## src/rtl/b128to32_ser_pkg.sv

```systemverilog
// Shared constants and types for the 128-to-32 serializer.
// Word width, words per block and the word-index type used by nr.
package b128to32_ser_pkg;

  localparam int WORD_W  = 32;
  localparam int NWORDS  = 4;
  localparam int BLOCK_W = WORD_W * NWORDS;

  // Same numbering as the deserializer's nr output.
  typedef logic [1:0] word_idx_t;

endpackage

```

## src/rtl/b128to32_ser.sv

```systemverilog
// Serializes 128-bit blocks into four 32-bit words, MSW first.
// Ports: clock, reset, inValid/inReady/dataIn (block in),
//        outValid/outReady/dataOut/nr/last (word out).
module b128to32_ser
  import b128to32_ser_pkg::*;
#(
  parameter int W = WORD_W,
  parameter int N = NWORDS
) (
  input  logic                 clock,
  input  logic                 reset,
  input  logic                 inValid,
  input  logic [W*N-1:0]       dataIn,
  output logic                 inReady,
  output logic                 outValid,
  input  logic                 outReady,
  output logic [W-1:0]         dataOut,
  output logic [$clog2(N)-1:0] nr,
  output logic                 last
);

  localparam int BW = W * N;
  localparam int CW = $clog2(N + 1);
  localparam int IW = $clog2(N);

  logic [BW-1:0] cur;
  logic [BW-1:0] hold;
  logic [CW-1:0] cnt;
  logic          hold_valid;

  logic consume;
  logic take;
  logic drain_last;
  logic cur_free;
  logic cur_reload;
  logic load_cur;
  logic load_hold;

  assign outValid = (cnt != '0);
  assign dataOut  = cur[BW-1 -: W];
  assign nr       = IW'(N - int'(cnt));
  assign last     = outValid && (cnt == CW'(1));
  // Registered state plus reset only: no path from outReady.
  assign inReady  = !hold_valid && !reset;

  assign consume    = outValid && outReady;
  assign take       = inValid && inReady;
  assign drain_last = consume && (cnt == CW'(1));
  assign cur_free   = (cnt == '0) || drain_last;
  // take implies !hold_valid, so reload and take never coincide.
  assign cur_reload = drain_last && hold_valid;
  assign load_cur   = take && cur_free;
  assign load_hold  = take && !cur_free;

  always_ff @(posedge clock) begin
    if (reset) begin
      cur        <= '0;
      hold       <= '0;
      cnt        <= '0;
      hold_valid <= 1'b0;
    end else begin
      if (cur_reload) begin
        cur        <= hold;
        cnt        <= CW'(N);
        hold_valid <= 1'b0;
      end else if (load_cur) begin
        cur <= dataIn;
        cnt <= CW'(N);
      end else if (consume) begin
        cur <= cur << W;
        cnt <= cnt - CW'(1);
      end
      if (load_hold) begin
        hold       <= dataIn;
        hold_valid <= 1'b1;
      end
    end
  end

endmodule

```

## config.mk

```make
export PLATFORM = sky130hd
export DESIGN_NAME = b128to32_ser
export DESIGN_NICKNAME = d
export VERILOG_FILES = /design/src/rtl/b128to32_ser_pkg.sv /design/src/rtl/b128to32_ser.sv
export SDC_FILE = /design/constraint.sdc
export NUM_CORES = 1
export LEC_CHECK = 0
export ABC_AREA = 1
export BUFFER_PORTS_ARGS = -buffer_cell sky130_fd_sc_hd__buf_2
export CAP_MARGIN = 20
export CELL_PAD_IN_SITES_DETAIL_PLACEMENT = 1
export CELL_PAD_IN_SITES_GLOBAL_PLACEMENT = 2
export CORE_ASPECT_RATIO = 0.9
export CORE_MARGIN = 1.5
export CORE_UTILIZATION = 29
export DETAILED_ROUTE_END_ITERATION = 10
export GPL_ROUTABILITY_DRIVEN = 0
export PLACE_DENSITY = 0.75
export RECOVER_POWER = 100
export SETUP_SLACK_MARGIN = 0.15
export SKIP_CTS_REPAIR_TIMING = 1
export SLEW_MARGIN = 20
export SYNTH_ARGS = -nofsm -noshare
export SYNTH_HDL_FRONTEND = slang
export SYNTH_SLANG_ARGS = --single-unit
```

## constraint.sdc

```tcl
create_clock -name clock -period 1.8 [get_ports clock]
set_input_delay 0.18 -clock clock [delete_from_list [all_inputs] [get_ports clock]]
set_output_delay 0.18 -clock clock [all_outputs]
set_load 0.1 [all_outputs]
```

==> impl_metrics.csv <==
group,metric,value,unit
finish,final_nets,2391,
timing,fmax,0.512,GHz
timing,finalClockSkew,0.0146,ns
floorplanning,core_area,45600,um^2
outcome,outcome,"finished with violations",
pwr,ir_worst_vdd,1.52,mV
finish,layout_common_cells,"inv_1 (323), nand3_1 (288), nand2_1 (263)",
placement,place_hpwl,33000,um
finish,syn_to_final_growth,37.7,%
drt,wirelength,49900,um
clocking,root_buffer,"clkbuf_16",
timing,setup_viol,245,
clocking,cts_htree_levels,2,
pwr,seqPwrFrac,0.250,
global_routing,grt_antenna_before_repair,0,
logic_synthesis,syn_inst,2034,
pwr,power,33.3,mW
timing,fin_crit_sh,1.09,
logic_synthesis,synth-seq-area-share,0.387,
setup_path,reg2reg_slack,-0.15,ns
timing,fin_setup_tns,-14.39,ns
pwr,clkPwrFrac,0.210,
drt,drc_errors,0,
finish,multi_input_area,6460,um^2
drt,drt_iter0_markers,684,
floorplanning,fp.dieH,207,um
timing,relSlewSlack,0.618,
finish,fill_cells,5720,
timing,post-route-worst-setup-slack,-0.155,ns
placement,io_buffers,168,
setup_path,criticalPathCategory,"reg -> out",
drt,via_per_inst,4.76,
clocking,cts_buffer_depth,3,
finish,final_cells,2885,
floorplanning,num_rows,74,
timing,fin_hold_ws,-0.0456,ns
timing,fin_crit,1.95,ns
floorplanning,io_pins,169,
outcome,violations,"hold timing, setup timing",
drt,dr_total_vias,13700,
pwr,p_leak,8.23,nW
logic_synthesis,yosys.cell_types.count,24,
placement,dpl_worst_slack,-0.0660,ns
pwr,pwr-share-comb,0.540,
min_path,hold_class,"in -> reg",
logic_synthesis,synth_area,13400,um^2
finish,layout_commonest_cell,"inv_1",
setup_path,start_kind,"register",
pwr,p_int,18.2,mW
setup_path,worstPathArrival,1.77,ns
floorplanning,die_area,47700,um^2
drt,drt_pass1_iterations,4,
setup_path,cp.required,1.62,ns
floorplanning,dieWidth,230,um
clocking,cts_tree,"built",
flow_run,max_cap_violations,0,
finish,regArea,5210,um^2
global_routing,grt_pass1_wl,75800,um
setup_path,worst-path-max-fanout,4,
clocking,clock-sinks,260,
placement,place_inst,2714,
drt,wl_per_cell,17.3,um
finish,diodes,0,
timing,hold_viol,19,
global_routing,first_global_vias,13400,
logic_synthesis,postSynthNetCount,2169,
logic_synthesis,synth_area_per_cell,6.61,um^2
timing,rsz0062_at_grt,"true",
logic_synthesis,synth_warnings,0,
global_routing,grt_usage,0.199,
pwr,pwr_density_cell,1800,nW/um^2
global_routing,grt_start_max_net_pins,54,
clocking,clk_pin_slew,0.06,ns
setup_path,end_kind,"output pin",
pwr,p_sw,15.1,mW
clocking,clock_latency,0.54,ns
clocking,cts_made_buffers,34,
floorplanning,start_util,0.295,
logic_synthesis,ys_ff_latch,260,
drt,ant_nets,0,
pwr,power_switching_share,0.455,
global_routing,grt.overflow.total,0,
finish,drive_gt1_frac,0.223,
timing,worst_pin_slew,0.576,ns
timing,slew_violations,0,
==> flip-flops by register name (all words and copies together), names as in the netlist <==
name / count
cnt: 3
hold: 128
cur: 128
hold_valid: 1
==> worst max-delay path, stage by stage (launching register included) <==
cell	delay, ns
dfxtp_2	0.35
inv_2	0.05
ha_4	0.15
ha_4	0.17
buf_6	0.12
clkinvlp_4	0.09
buf_6	0.13
buf_12	0.17
==> cells in the mapped netlist <==
master / count / share of area
nand2_4: 1 / 0.00084
buf_1: 15 / 0.0042
inv_1: 327 / 0.091
nand3b_1: 32 / 0.018
o21ai_0: 105 / 0.039
o21ai_1: 25 / 0.0093
buf_2: 73 / 0.027
clkbuf_1: 46 / 0.013
clkinv_1: 1 / 0.00028
nand2_1: 265 / 0.074
or2_2: 1 / 0.00047
nand3_2: 1 / 0.00074
nor2_1: 161 / 0.045
buf_6: 22 / 0.018
buf_4: 44 / 0.025
o21bai_2: 1 / 0.00084
dfxtp_1: 260 / 0.39
a21oi_1: 323 / 0.12
nand3_1: 321 / 0.12
nor2_4: 1 / 0.00084
nor2_2: 1 / 0.00047
ha_1: 3 / 0.0028
inv_2: 4 / 0.0011
nand3_4: 1 / 0.0013
==> cell type report <==
| type | instances | area share |
|---|---|---|
| Inverter | 332 | 0.0683 |
| Tap cell | 608 | 0.0411 |
| Clock inverter | 3 | 0.00216 |
| Clock buffer | 54 | 0.0588 |
| Timing Repair Buffer | 386 | 0.199 |
| Multi-Input combinational cell | 1242 | 0.349 |
| Sequential cell | 260 | 0.281 |
==> routing by layer <==
metal,vias to the layer above,track usage,share of wire
li1,6893,-,-
met1,6573,0.271,0.48
met4,0,0.0500,0.020
met3,58,0.0312,0.033
met2,196,0.328,0.46
met5,-,0,0
==> worst paths after layout <==
| check | start | endpoint | cells past startpoint |
|---|---|---|---|
| worst min-delay path | dataIn[83] | hold[83]$_SDFFE_PP0P_ | 3 |
| worst max-delay path | cnt[0]$_SDFFE_PP0P_ | outValid | 7 |
| worst max register to register | cnt[0]$_SDFFE_PP0P_ | hold[67]$_SDFFE_PP0P_ | 10 |
| worst min register to register | hold[104]$_SDFFE_PP0P_ | hold[104]$_SDFFE_PP0P_ | 2 |
==> power groups by stage <==
stage          clock [mW]  combinational (mW)  sequential, mW
2_1_floorplan           0                13.1            8.25
3_3_place_gp            0                17.1            8.39
3_5_place_dp            0                17.4            8.46
4_1_cts              7.18                17.5            8.35
5_1_grt              7.39                19.6            8.53
6_report             6.98                18.0            8.34
==> cell families after synthesis <==
logic type / after synthesis / share of synthesized area
compound gates: 454 / 0.169
fa+ha+maj: 3 / 0.00279
buf+inv: 532 / 0.180
flops: 260 / 0.387
simple gates: 785 / 0.261
==> through the flow <==
stage	cell area, um^2	util
2_1_floorplan	14300	-
3_3_place_gp	16100	0.354
3_5_place_dp	16100	0.354
4_1_cts	17200	0.378
5_1_grt	18500	0.407
6_report	18500	0.407
Note: power is estimated with default switching activity, not from simulation.
